--- src/rtl/text_pkg.sv ---
// text_pkg: shared widths, fill code and FSM encodings
// for the text-buffer arbiter and its write queue.
package text_pkg;

  localparam int DEF_ADDR_WIDTH  = 8;
  localparam int DEF_DATA_WIDTH  = 8;
  localparam int DEF_QUEUE_DEPTH = 4;

  localparam logic [7:0] DEF_CLEAR_CHAR = 8'h20;

  localparam logic [1:0] ST_IDLE     = 2'd0;
  localparam logic [1:0] ST_CLR_WAIT = 2'd1;
  localparam logic [1:0] ST_CLEAR    = 2'd2;

  typedef enum logic [1:0] {
    GNT_NONE,
    GNT_DISP,
    GNT_CLR,
    GNT_WR
  } grant_e;

endpackage

--- src/rtl/sync_fifo.sv ---
// sync_fifo: small power-of-2 FIFO holding queued keyboard
// writes; a push while full is refused even if a pop occurs.
module sync_fifo #(
  parameter int WIDTH = 16,
  parameter int DEPTH = 4,
  localparam int PW = $clog2(DEPTH)
) (
  input  logic             clk,
  input  logic             rst,
  input  logic             i_push,
  input  logic             i_pop,
  input  logic [WIDTH-1:0] i_din,
  output logic [WIDTH-1:0] o_head,
  output logic             o_full,
  output logic             o_empty,
  output logic [PW:0]      o_count
);

  localparam logic [PW:0] FULL_CNT = (PW+1)'(DEPTH);
  localparam logic [PW:0] ONE_CNT  = (PW+1)'(1);
  localparam logic [PW-1:0] ONE_PTR = PW'(1);

  logic [WIDTH-1:0] r_mem [DEPTH];
  logic [PW-1:0]    r_wptr;
  logic [PW-1:0]    r_rptr;
  logic [PW:0]      r_count;
  logic             w_push;
  logic             w_pop;

  assign o_full  = (r_count == FULL_CNT);
  assign o_empty = (r_count == '0);
  assign o_count = r_count;
  assign o_head  = r_mem[r_rptr];
  assign w_push  = i_push & ~o_full;
  assign w_pop   = i_pop & ~o_empty;

  // storage: entries need no reset, occupancy says what is live
  always_ff @(posedge clk) begin
    if (w_push) r_mem[r_wptr] <= i_din;
  end

  // pointers and occupancy, wrapping modulo their widths
  always_ff @(posedge clk or posedge rst) begin
    if (rst) begin
      r_wptr  <= '0;
      r_rptr  <= '0;
      r_count <= '0;
    end else begin
      if (w_push) r_wptr <= r_wptr + ONE_PTR;
      if (w_pop)  r_rptr <= r_rptr + ONE_PTR;
      case ({w_push, w_pop})
        2'b10:   r_count <= r_count + ONE_CNT;
        2'b01:   r_count <= r_count - ONE_CNT;
        default: ;
      endcase
    end
  end

endmodule

--- src/rtl/text_buffer_arbiter.sv ---
// text_buffer_arbiter: shares one single-port text RAM between
// display reads, a whole-buffer clear and queued keyboard writes.
module text_buffer_arbiter
  import text_pkg::*;
#(
  parameter int ADDR_WIDTH  = DEF_ADDR_WIDTH,
  parameter int DATA_WIDTH  = DEF_DATA_WIDTH,
  parameter int QUEUE_DEPTH = DEF_QUEUE_DEPTH,
  parameter logic [DATA_WIDTH-1:0] CLEAR_CHAR = DEF_CLEAR_CHAR
) (
  input  logic                  clk,
  input  logic                  reset,
  input  logic                  disp_req,
  input  logic [ADDR_WIDTH-1:0] disp_addr,
  output logic [DATA_WIDTH-1:0] disp_data,
  output logic                  disp_valid,
  input  logic                  wr_req,
  input  logic [ADDR_WIDTH-1:0] wr_addr,
  input  logic [DATA_WIDTH-1:0] wr_data,
  output logic                  wr_ready,
  input  logic                  clr_req,
  output logic                  clr_busy,
  output logic [ADDR_WIDTH-1:0] ram_addr,
  output logic                  ram_wEn,
  output logic [DATA_WIDTH-1:0] ram_din,
  input  logic [DATA_WIDTH-1:0] ram_dout
);

  localparam int PW = $clog2(QUEUE_DEPTH);
  localparam int EW = ADDR_WIDTH + DATA_WIDTH;
  localparam logic [ADDR_WIDTH-1:0] LAST_ADDR = '1;
  localparam logic [ADDR_WIDTH-1:0] ONE_ADDR  = ADDR_WIDTH'(1);
  localparam logic [PW:0] ONE_CNT = (PW+1)'(1);

  logic [1:0]            r_state;
  logic [ADDR_WIDTH-1:0] r_clr_cnt;
  logic [PW:0]           r_drain;
  logic                  r_disp_valid;

  grant_e                w_grant;
  logic                  w_pop;
  logic                  w_full;
  logic                  w_empty;
  logic                  w_wr_ok;
  logic [PW:0]           w_count;
  logic [EW-1:0]         w_head;
  logic [ADDR_WIDTH-1:0] w_head_addr;
  logic [DATA_WIDTH-1:0] w_head_data;

  assign w_head_addr = w_head[EW-1:DATA_WIDTH];
  assign w_head_data = w_head[DATA_WIDTH-1:0];

  sync_fifo #(
    .WIDTH (EW),
    .DEPTH (QUEUE_DEPTH)
  ) u_wq (
    .clk     (clk),
    .rst     (reset),
    .i_push  (wr_req),
    .i_pop   (w_pop),
    .i_din   ({wr_addr, wr_data}),
    .o_head  (w_head),
    .o_full  (w_full),
    .o_empty (w_empty),
    .o_count (w_count)
  );

  // in CLR_WAIT only entries queued before the clear may drain;
  // later ones wait so they land on top of the cleared buffer
  assign w_wr_ok = ~w_empty &
                   ((r_state == ST_IDLE) |
                    ((r_state == ST_CLR_WAIT) & (r_drain != '0)));

  // strict priority: display read, clear write, queued write
  always_comb begin
    w_grant = GNT_NONE;
    priority case (1'b1)
      disp_req:               w_grant = GNT_DISP;
      (r_state == ST_CLEAR):  w_grant = GNT_CLR;
      w_wr_ok:                w_grant = GNT_WR;
      default:                w_grant = GNT_NONE;
    endcase
  end

  assign w_pop = (w_grant == GNT_WR);

  // RAM port mux; reads and idle cycles present disp_addr
  always_comb begin
    ram_addr = disp_addr;
    ram_wEn  = 1'b0;
    ram_din  = '0;
    case (w_grant)
      GNT_CLR: begin
        ram_addr = r_clr_cnt;
        ram_wEn  = 1'b1;
        ram_din  = CLEAR_CHAR;
      end
      GNT_WR: begin
        ram_addr = w_head_addr;
        ram_wEn  = 1'b1;
        ram_din  = w_head_data;
      end
      default: ;
    endcase
  end

  // clear FSM: snapshot pre-clear backlog, drain it, then sweep
  always_ff @(posedge clk or posedge reset) begin
    if (reset) begin
      r_state   <= ST_IDLE;
      r_clr_cnt <= '0;
      r_drain   <= '0;
    end else begin
      case (r_state)
        ST_IDLE: begin
          if (clr_req) begin
            r_state <= ST_CLR_WAIT;
            r_drain <= w_count - {{PW{1'b0}}, w_pop};
          end
        end
        ST_CLR_WAIT: begin
          if (r_drain == '0) r_state <= ST_CLEAR;
          else if (w_pop)    r_drain <= r_drain - ONE_CNT;
        end
        ST_CLEAR: begin
          if (w_grant == GNT_CLR) begin
            r_clr_cnt <= r_clr_cnt + ONE_ADDR;
            if (r_clr_cnt == LAST_ADDR) r_state <= ST_IDLE;
          end
        end
        default: r_state <= ST_IDLE;
      endcase
    end
  end

  // read strobe trails the request by the RAM's one-cycle latency
  always_ff @(posedge clk or posedge reset) begin
    if (reset) r_disp_valid <= 1'b0;
    else       r_disp_valid <= disp_req;
  end

  assign disp_valid = r_disp_valid;
  assign disp_data  = r_disp_valid ? ram_dout : '0;
  assign clr_busy   = (r_state != ST_IDLE);
  assign wr_ready   = ~w_full;

endmodule

--- config.mk ---
export PLATFORM = sky130hd
export DESIGN_NAME = text_buffer_arbiter
export DESIGN_NICKNAME = d
export VERILOG_FILES = /design/src/rtl/text_pkg.sv /design/src/rtl/sync_fifo.sv /design/src/rtl/text_buffer_arbiter.sv
export SDC_FILE = /design/constraint.sdc
export NUM_CORES = 1
export LEC_CHECK = 0
export ABC_AREA = 1
export CORE_ASPECT_RATIO = 1.75
export CORE_MARGIN = 2
export CORE_UTILIZATION = 35
export CTS_CLUSTER_DIAMETER = 150
export DETAILED_ROUTE_END_ITERATION = 7
export PLACE_DENSITY = 0.54
export SLEW_MARGIN = 25
export SYNTH_ARGS = -nofsm -noshare
export SYNTH_HDL_FRONTEND = slang
export SYNTH_SLANG_ARGS = --single-unit
--- constraint.sdc ---
create_clock -name clk -period 2.5 [get_ports clk]
set_clock_uncertainty 0.15 [all_clocks]
set_input_delay 0.75 -clock clk [delete_from_list [all_inputs] [get_ports clk]]
set_output_delay 0.75 -clock clk [all_outputs]
set_load 0.05 [all_outputs]
==> results of run 1 <==
## how the worst max path moves through the flow
stage / startpoint / end / slack [ns] / cells past startpoint
after global routing: r_drain[0]$_DFFE_PP0P_ / ram_addr[5] / -0.28 / 12
after CTS: r_drain[1]$_DFFE_PP0P_ / ram_addr[3] / -0.20 / 12
after floorplan: disp_req / ram_din[0] / -0.10 / 6
after detailed placement: disp_req / ram_addr[3] / -0.47 / 8
final: r_drain[0]$_DFFE_PP0P_ / ram_addr[5] / -0.19 / 12
after global placement: disp_req / ram_din[0] / -0.45 / 8
## state kept, by name, summed over array words and instances, names as in the netlist
register / flops
u_wq.r_mem: 64
r_clr_cnt: 8
u_wq.r_wptr: 2
disp_valid: 1
r_drain: 3
u_wq.o_count: 3
u_wq.r_rptr: 2
r_state: 2
## kinds of logic after synthesis
family / count (synthesis) / synth area share
xor gates and xnor gates: 11 / 0.0244
adders and majority gates: 11 / 0.0368
buffers and inverters: 52 / 0.0574
AOI/OAI and AO/OA: 41 / 0.0539
DFF: 85 / 0.620
and+or+nand+nor: 191 / 0.207
## cells in the final DEF (no fill, tap or decap), types with 2 or more instances in the layout
cell / Yosys / final
sky130_fd_sc_hd__xnor2_1: 2 / 2
sky130_fd_sc_hd__inv_1: 35 / 29
sky130_fd_sc_hd__nand3_1: 17 / 17
sky130_fd_sc_hd__nor2_1: 59 / 57
sky130_fd_sc_hd__a21oi_1: 10 / 2
sky130_fd_sc_hd__clkdlybuf4s50_1: 0 / 35
sky130_fd_sc_hd__nand2_4: 2 / 6
sky130_fd_sc_hd__o21ai_2: 1 / 2
sky130_fd_sc_hd__clkbuf_16: 0 / 9
sky130_fd_sc_hd__inv_6: 0 / 2
sky130_fd_sc_hd__ha_1: 10 / 9
sky130_fd_sc_hd__buf_4: 2 / 29
sky130_fd_sc_hd__buf_12: 0 / 30
sky130_fd_sc_hd__inv_2: 4 / 9
sky130_fd_sc_hd__nand2_2: 3 / 19
sky130_fd_sc_hd__nand2_8: 0 / 2
sky130_fd_sc_hd__nand3_4: 1 / 2
sky130_fd_sc_hd__nor2_2: 2 / 4
sky130_fd_sc_hd__edfxtp_1: 64 / 64
sky130_fd_sc_hd__dfrtp_1: 21 / 21
sky130_fd_sc_hd__nor2_4: 2 / 2
sky130_fd_sc_hd__o21ai_0: 26 / 25
sky130_fd_sc_hd__bufinv_16: 0 / 2
sky130_fd_sc_hd__xor2_1: 9 / 9
sky130_fd_sc_hd__clkinv_4: 0 / 2
sky130_fd_sc_hd__nand2_1: 103 / 82
sky130_fd_sc_hd__a21oi_4: 0 / 7
## area by class of cell
type,count,share of cell area
Clock inverter,7,0.0169
Timing Repair Buffer,97,0.207
Clock buffer,9,0.0389
Tap cell,132,0.0285
Multi-Input combinational cell,255,0.259
Sequential cell,85,0.423
Inverter,39,0.0262
## routing by layer
layer | track usage | vias up
met5 | 0 | -
met3 | 0.0228 | 8
li1 | - | 1461
met2 | 0.331 | 65
met1 | 0.161 | 1427
met4 | 0.0688 | 0
## what timing repair did
action / 4_1_cts / 5_1_grt
setup buffers: 5 / 2
cloned: 1 / 0
setup endpoints to repair: 18 / 18
pin swaps: 14 / 8
resized for setup: 54 / 6
## power groups by stage
| stage | clock network (uW) | registers (uW) | logic [uW] |
|---|---|---|---|
| after detailed placement | 0 | 2070 | 3470 |
| after global placement | 0 | 2060 | 3440 |
| after floorplan | 0 | 2030 | 2060 |
| after global routing | 1500 | 2100 | 4230 |
| after CTS | 1440 | 2050 | 3890 |
| final | 1410 | 2060 | 3900 |
## critical path, stage by stage, from the launching register on
cell and delay, ns:
sky130_fd_sc_hd__dfrtp_1 0.37, sky130_fd_sc_hd__inv_2 0.08, sky130_fd_sc_hd__ha_4 0.15, sky130_fd_sc_hd__nand2_4 0.05, sky130_fd_sc_hd__buf_6 0.11, sky130_fd_sc_hd__nand2_4 0.06, sky130_fd_sc_hd__nand2_4 0.08, sky130_fd_sc_hd__nand2_4 0.08
sky130_fd_sc_hd__nand2_4 0.09, sky130_fd_sc_hd__nand2_4 0.12, sky130_fd_sc_hd__nand2_2 0.06, sky130_fd_sc_hd__nand2_2 0.07, sky130_fd_sc_hd__buf_12 0.13
## metrics by stage
step	setup WS, ns	hold WS, ns	power [uW]
4_1_cts	-0.201	0.328	7380
3_5_place_dp	-0.474	0.314	5540
6_report	-0.192	0.325	7370
2_1_floorplan	-0.103	0.296	4100
5_1_grt	-0.285	0.351	7830
3_3_place_gp	-0.451	0.313	5510
==> reports/results.ini, run 1 <==
[synth]
ys_seq_area_frac = 0.620
number_of_enable_type_register_cells_in_the_synthesized_netlist = 64
synthDistinctLibCells = 28
mappedNetlistArea_sq_mm = 0.00395
ys_warn_count = 0
synth_most_common_cell = sky130_fd_sc_hd__nand2_1
synth_common_cells = sky130_fd_sc_hd__nand2_1 (103), sky130_fd_sc_hd__edfxtp_1 (64), sky130_fd_sc_hd__nor2_1 (59), sky130_fd_sc_hd__inv_1 (35), sky130_fd_sc_hd__o21ai_0 (26)
netlist_top_cells_area = sky130_fd_sc_hd__edfxtp_1 (49%), sky130_fd_sc_hd__dfrtp_1 (13%), sky130_fd_sc_hd__nand2_1 (9.8%)
syn-mean-instance-area_sq_um = 10.1
synth_largest_area_cell = sky130_fd_sc_hd__edfxtp_1
synthesis.instances = 391
synthesis.nets = 439
yosys_register_bits = 85
synth_top_area_share = 0.487
synthArstFlopShare = 0.247
postSynth.topFlopCell = sky130_fd_sc_hd__edfxtp_1

[critical_path]
timing.rr.start = u_wq.o_count[0]$_DFFE_PP0P_
critical_path.endpoint_type = output pin
timing.critical_path.fanout_max = 4
worst-r2r-setup-slack_ns = 0.27
startpoint_type = flop
critical_path_class = reg2out
reg2regPathDepth = 11
r2r-end = u_wq.o_count[2]$_DFFE_PP0P_
critical_path_required_ns = 1.60
worst_ep_arrival_time_ns = 1.79

[routing]
drt-wirelength-per-cell_um = 14.8
number_of_search_and_repair_iterations_in_the_first_detailed_routing_pass = 4
vias_per_cell = 4.75
route.antenna.remaining_nets = 0
dr_total_vias = 2961
highest_layer = met4
wl_met2_mm = 5.47
first_iter_violations = 135
route.final.wire_length_mm = 9.24
met3WireLength_um = 309
route.detailed.drc = 0
met1_length_mm = 3.30

[final_layout]
nets = 535
num_antenna_cells = 0
stdcell_count = 624
flow.area_growth_from_synthesis_pct = 46.7
finish.utilization = 0.524
num-fill-cells = 984
multi_input_area_sq_mm = 0.00150
seq_area_sq_mm = 0.00245
share_of_post_route_cells_with_drive_strength_above_1 = 0.274
finish.instance_area_sq_mm = 0.00579

[cts]
holdBufCountCts = 0
ctsRootBufferMaster = sky130_fd_sc_hd__clkbuf_16
cts.htree.levels = 3
cts_made_buffers = 9
cts_buffer_depth = 2
clock_tree_from_tritoncts = yes
worst_setup_hold_path_clk_slew_ns = 0.06
cts_sinks = 85
clkLatencyLatePin_ns = 0.33

[timing]
fin_setup_tns_ns = -2.63
fin_crit_ns = 2.69
worst_slack_ns = -0.192
final_hold_viol_count = 0
timing_max_transition_violations_final = 0
layout_worst_path_cycle_share = 1.08
worst_slew_pin_slew_ns = 0.500
max_slew_margin = 0.663
rsz0062_at_grt = yes
setup_violations = 17
max_clock_freq_ghz = 0.372

[place]
placed_cells_incl_taps = 600
place_congestion = 0.783
placed_cell_area_sq_mm = 0.00520
dp_hpwl_mm = 6.32
io_buffer_count = 64

[floorplanning]
rows = 51
dieWidth_um = 84.3
die_ht_um = 144
floorplan.initialDensity = 0.357
design.die.area_sq_mm = 0.0122
core-area_sq_mm = 0.0110
i_o_pins = 65

[grt]
grt_overflow_total = 0
grt_start_max_net_pins = 25
grt_util_overall = 0.163
grt_pass1_wl_mm = 15.1
grt_pass1_vias = 3070
number_of_antenna_violations_at_the_first_check_in_global_routing = 0

[run_status]
violated_checks = negative setup slack
result_of_the_run = finished with violations

[power_and_ir_drop]
net-switching-power_uw = 3010
power_leakage_uw = 0.00243
power.sequential.fraction = 0.279
power.density_mw_per_mm2 = 1270
irDropWorstVdd_uv = 682
comb_power_share = 0.529
power.share.clock = 0.192
power.switching_fraction = 0.408
cell_internal_pwr_uw = 4360

[min_path]
min_delay_worst_endpoint = r_clr_cnt[7]$_DFFE_PP0P_
hold_path.class = reg2reg
timing.hold.worst.start = r_clr_cnt[7]$_DFFE_PP0P_
whs_path_depth = 2

[run]
timing.max_cap.violations = 0

Power figures use the tool's default switching activity.
==> run 2, diff against run 1 <==
- ABC_CLOCK_PERIOD_IN_PS: not set -> 2500
- GPL_TIMING_DRIVEN: not set -> 0
==> reports/results.ini, run 2 (synthesized netlist as in run 1, its figures left out) <==
[final_layout]
share_of_post_route_cells_with_drive_strength_above_1 = 0.271
num-fill-cells = 1048
layout.cells.most_common = sky130_fd_sc_hd__nand2_1
layout_common_cells = sky130_fd_sc_hd__nand2_1 (92), sky130_fd_sc_hd__edfxtp_1 (64), sky130_fd_sc_hd__nor2_1 (47)
register_bank_with_the_most_flops = u_wq.r_mem
nets = 534
seq_area_sq_mm = 0.00245
finish.instance_area_sq_mm = 0.00553
flow.area_growth_from_synthesis_pct = 40.1
flip_flop_count_of_the_largest_register_after_layout = 64
multi_input_area_sq_mm = 0.00152
num_antenna_cells = 0
layout_top_registers = u_wq.r_mem (64), r_clr_cnt (8)

[critical_path]
count_of_buffer_and_inverter_cells_on_the_critical_path = 4
crit_path_max_incr_delay_ns = 0.34
timing.rr.start = r_drain[1]$_DFFE_PP0P_
critical_path.endpoint_type = output pin
worst_ep_arrival_time_ns = 1.76
critical_path_class = reg2out
source_of_the_critical_timing_path = r_drain[1]$_DFFE_PP0P_
worst_path_dominant_cell_family = buffers and inverters
startpoint_type = flop
timing.critical_path.mode_cell = sky130_fd_sc_hd__nand2_4
cp_cell_sequence = inv_2 > ha_4 > nand2_4 > nand2_4 > nand2_4 > nand2_8 > buf_12 > buf_12 > a21oi_4 > buf_6
critical_path_required_ns = 1.60
critPathSlowestCell = sky130_fd_sc_hd__dfrtp_1
timing.critical_path.fanout_max = 5

[cts]
cts_made_buffers = 9
cts_sinks = 85
holdBufCountCts = 0
ctsRootBufferMaster = sky130_fd_sc_hd__clkbuf_16
worst_setup_hold_path_clk_slew_ns = 0.06
clock_tree_from_tritoncts = yes
cts_buffer_depth = 2
cts.htree.levels = 3
clkLatencyLatePin_ns = 0.33

[grt]
grt_pass1_wl_mm = 14.9
grt_pass1_vias = 3001
grt_start_max_net_pins = 22
grt_util_overall = 0.161
number_of_antenna_violations_at_the_first_check_in_global_routing = 0
grt_overflow_total = 0

[min_path]
hold_path.class = reg2reg
timing.hold.worst.start = r_clr_cnt[7]$_DFFE_PP0P_

[routing]
route.detailed.drc = 0
dr_total_vias = 2926
drt-wirelength-per-cell_um = 14.6
vias_per_cell = 4.70
first_iter_violations = 96
route.final.wire_length_mm = 9.08
route.antenna.remaining_nets = 0
number_of_search_and_repair_iterations_in_the_first_detailed_routing_pass = 4

[place]
place_congestion = 0.780
dp_hpwl_mm = 6.20
io_buffer_count = 64
placed_cell_area_sq_mm = 0.00484

[floorplanning]
die_ht_um = 144
core-area_sq_mm = 0.0110
design.die.area_sq_mm = 0.0122
i_o_pins = 65
dieWidth_um = 84.3
rows = 51
floorplan.initialDensity = 0.357

[timing]
max_clock_freq_ghz = 0.377
setup_violations = 16
fin_crit_ns = 2.66
worst_slew_pin_slew_ns = 0.814
layout_worst_path_cycle_share = 1.06
rsz0062_at_grt = yes
worst_slack_ns = -0.155
timing_max_transition_violations_final = 0
fin_setup_tns_ns = -1.59
max_slew_margin = 0.457
final_hold_viol_count = 0

[run_status]
result_of_the_run = finished with violations
violated_checks = negative setup slack

[power_and_ir_drop]
power.total_uw = 6970
irDropWorstVdd_uv = 538
power_leakage_uw = 0.00234
power.density_mw_per_mm2 = 1260

[run]
timing.max_cap.violations = 0

## run 2: power breakdown
| part | internal [uW] | switching, uW | leakage, uW | total, uW |
|---|---|---|---|---|
| Sequential | 1890 | 174 | 0.000832 | 2060 |
| Clock | 671 | 530 | 0.000130 | 1200 |
| Combinational | 1420 | 2290 | 0.00138 | 3710 |
## run 2: area by class of cell
type | instances | share of cell area
inverters | 39 | 0.0283
clock buffers | 10 | 0.0414
clock inverters | 6 | 0.00702
well taps | 132 | 0.0299
repair buffers | 84 | 0.152
plain buffers | 12 | 0.0245
flip-flops and latches | 85 | 0.443
multi-input cells | 255 | 0.274
## run 2: metal layers
layer / up-vias / routed length, um / track usage / share of wire
met5: - / 0 / 0 / 0
met4: 0 / 147 / 0.0628 / 0.016
met3: 8 / 310 / 0.0257 / 0.034
met2: 55 / 5100 / 0.311 / 0.56
met1: 1404 / 3530 / 0.171 / 0.39
li1: 1459 / - / - / -
## run 2: worst register-to-register path: cells and delay by family (launching register included)
| family | cells | cell delay [ns] |
|---|---|---|
| adders and majority gates | 3 | 0.73 |
| and+or+nand+nor | 2 | 0.29 |
| DFF | 1 | 0.34 |
| xor gates and xnor gates | 1 | 0.15 |
| buffers and inverters | 2 | 0.11 |
| AOI/OAI and AO/OA | 3 | 0.34 |
## run 2: stage by stage
step / worst slack [ns] / hold slack (ns) / instances / utilization
floorplan: -0.103 / 0.296 / 391 / -
global placement: -1.18 / 0.312 / 587 / 0.433
detailed placement: -1.21 / 0.333 / 591 / 0.439
CTS: -0.178 / 0.348 / 618 / 0.489
global route: -0.233 / 0.374 / 623 / 0.501
finish: -0.155 / 0.340 / 623 / 0.501
## run 2: path summary, 6_finish.rpt
| kind | end | slack [ns] | depth (start not counted) |
|---|---|---|---|
| hold reg to reg | r_clr_cnt[7]$_DFFE_PP0P_ | 0.34 | 2 |
| hold / removal | r_clr_cnt[7]$_DFFE_PP0P_ | 0.34 | 2 |
| max in group asynchronous | u_wq.r_rptr[0]$_DFFE_PP0P_ | 0.91 | 2 |
| min in group asynchronous | r_drain[1]$_DFFE_PP0P_ | 0.73 | 2 |
| setup / recovery | ram_din[4] | -0.16 | 10 |
| setup reg to reg | u_wq.o_count[2]$_DFFE_PP0P_ | 0.26 | 11 |
## run 2: what timing repair did
| action | 4_1_cts | 5_1_grt |
|---|---|---|
| setup endpoints to repair | 29 | 26 |
| gates cloned | 2 | 0 |
| setup buffers | 10 | 6 |
| pin swaps | 12 | 15 |
| gates resized for setup | 230 | 35 |
==> run 3, diff against run 2 <==
- CAP_MARGIN: not set -> 25
- REMOVE_ABC_BUFFERS: not set -> 1
==> reports/results.ini, run 3 (synthesized netlist as in run 1, its figures left out) <==
[cts]
cts_made_buffers = 9
holdBufCountCts = 0
cts_sinks = 85
clkLatencyLatePin_ns = 0.34
cts.htree.levels = 3
clock_tree_from_tritoncts = yes
cts_buffer_depth = 2
worst_setup_hold_path_clk_slew_ns = 0.07
ctsRootBufferMaster = sky130_fd_sc_hd__clkbuf_16

[critical_path]
worst_ep_arrival_time_ns = 1.76
critical_path.endpoint_type = output pin
source_of_the_critical_timing_path = u_wq.r_rptr[0]$_DFFE_PP0P_
worst-r2r-setup-slack_ns = 0.15
timing.rr.start = u_wq.o_count[0]$_DFFE_PP0P_
r2r-end = u_wq.o_count[2]$_DFFE_PP0P_
critical_path_class = reg2out
critical_path_required_ns = 1.60
reg2regPathDepth = 10
critical_path.endpoint = ram_din[5]
startpoint_type = flop
timing.critical_path.fanout_max = 8

[timing]
max_clock_freq_ghz = 0.376
timing_max_transition_violations_final = 0
layout_worst_path_cycle_share = 1.06
rsz0062_at_grt = yes
max_slew_margin = 0.415
final_hold_viol_count = 0
fin_crit_ns = 2.66
worst_slew_pin_slew_ns = 0.877
worst_slack_ns = -0.158
setup_violations = 16
holdWs_ns = 0.329

[power_and_ir_drop]
power.density_mw_per_mm2 = 1300
irDropWorstVdd_uv = 661
net-switching-power_uw = 3260
power.switching_fraction = 0.436
cell_internal_pwr_uw = 4230
power_leakage_uw = 0.00243
power.sequential.fraction = 0.282
comb_power_share = 0.534
power.share.clock = 0.184

[floorplanning]
die_ht_um = 144
floorplan.initialDensity = 0.357
i_o_pins = 65
core-area_sq_mm = 0.0110
dieWidth_um = 84.3
rows = 51
design.die.area_sq_mm = 0.0122

[place]
io_buffer_count = 64
placed_cell_area_sq_mm = 0.00473
dp_hpwl_mm = 5.95
place_congestion = 0.800

[final_layout]
finish.instance_area_sq_mm = 0.00578
flow.area_growth_from_synthesis_pct = 46.4
share_of_post_route_cells_with_drive_strength_above_1 = 0.337
register_bank_with_the_most_flops = u_wq.r_mem
num_antenna_cells = 0
layout_top_registers = u_wq.r_mem (64), r_clr_cnt (8)
layout_common_cells = sky130_fd_sc_hd__nand2_1 (81), sky130_fd_sc_hd__edfxtp_1 (64), sky130_fd_sc_hd__nor2_1 (40)
seq_area_sq_mm = 0.00245
nets = 542
flip_flop_count_of_the_largest_register_after_layout = 64
layout.cells.most_common = sky130_fd_sc_hd__nand2_1
num-fill-cells = 1004
multi_input_area_sq_mm = 0.00163

[routing]
first_iter_violations = 122
route.final.wire_length_mm = 9.88
route.detailed.drc = 0
drt-wirelength-per-cell_um = 15.7
number_of_search_and_repair_iterations_in_the_first_detailed_routing_pass = 4
dr_total_vias = 2951
vias_per_cell = 4.68
route.antenna.remaining_nets = 0

[grt]
number_of_antenna_violations_at_the_first_check_in_global_routing = 0
grt_start_max_net_pins = 22
grt_overflow_total = 0
grt_pass1_vias = 2915
grt_pass1_wl_mm = 15.0
grt_util_overall = 0.165

[run_status]
result_of_the_run = finished with violations
violated_checks = negative setup slack

[run]
timing.max_cap.violations = 0

[min_path]
hold_path.class = reg2reg

==> run 3: power groups by stage <==
stage / logic, uW / clock network [uW] / registers [uW]
2_1_floorplan: 1830 / 0 / 2110
3_3_place_gp: 2570 / 0 / 2200
3_5_place_dp: 2660 / 0 / 2210
4_1_cts: 3700 / 1390 / 2110
5_1_grt: 4330 / 1460 / 2150
6_report: 4000 / 1380 / 2110
==> run 3: worst min-delay path by stage <==
stage	from	endpoint	slack, ns	cells after the start
finish	r_clr_cnt[7]$_DFFE_PP0P_	r_clr_cnt[7]$_DFFE_PP0P_	0.33	2
global route	r_clr_cnt[7]$_DFFE_PP0P_	r_clr_cnt[7]$_DFFE_PP0P_	0.34	2
CTS	r_clr_cnt[7]$_DFFE_PP0P_	r_clr_cnt[7]$_DFFE_PP0P_	0.34	2
detailed placement	r_clr_cnt[7]$_DFFE_PP0P_	r_clr_cnt[7]$_DFFE_PP0P_	0.32	2
global placement	r_clr_cnt[7]$_DFFE_PP0P_	r_clr_cnt[7]$_DFFE_PP0P_	0.31	2
floorplan	r_clr_cnt[7]$_DFFE_PP0P_	r_clr_cnt[7]$_DFFE_PP0P_	0.30	2
==> run 3: area by class of cell <==
class,instances,area share
Clock inverter,7,0.0136
Inverter,39,0.0303
Tap cell,132,0.0286
Sequential cell,85,0.425
Timing Repair inverter,2,0.00628
Timing Repair Buffer,101,0.175
Clock buffer,9,0.0390
Multi-Input combinational cell,256,0.283
==> run 3: metal layers <==
| layer | vias up | global-route usage | wire length, um |
|---|---|---|---|
| met5 | - | 0 | 0 |
| met4 | 0 | 0.0637 | 187 |
| met3 | 12 | 0.0257 | 307 |
| met2 | 59 | 0.327 | 5710 |
| met1 | 1405 | 0.170 | 3690 |
| li1 | 1475 | - | - |
==> run 3: worst max-delay path, cell delays in order, from the launching register on <==
cell,delay (ns)
sky130_fd_sc_hd__dfrtp_4,0.57
sky130_fd_sc_hd__buf_12,0.18
sky130_fd_sc_hd__inv_12,0.08
sky130_fd_sc_hd__buf_12,0.10
sky130_fd_sc_hd__nand2_4,0.03
sky130_fd_sc_hd__nand3_2,0.05
sky130_fd_sc_hd__nand2_2,0.06
sky130_fd_sc_hd__o21ai_4,0.16
sky130_fd_sc_hd__buf_6,0.17
==> run 3: through the flow <==
stage	util	worst slack [ns]	setup TNS, ns	power [uW]	std cells
final	0.523	-0.158	-1.65	7490	631
after global routing	0.523	-0.211	-2.83	7930	631
after CTS	0.503	-0.154	-1.49	7200	624
after detailed placement	0.429	-1.41	-31.89	4870	578
after global placement	0.423	-1.46	-81.41	4770	574
after floorplan	-	-0.396	-4.79	3950	378
==> run 3: what timing repair did <==
| action | 4_1_cts | 5_1_grt |
|---|---|---|
| endpoints found under the setup margin | 29 | 24 |
| resized for setup | 247 | 53 |
| setup buffers | 25 | 8 |
| cloned | 5 | 0 |
| pin swaps | 26 | 29 |
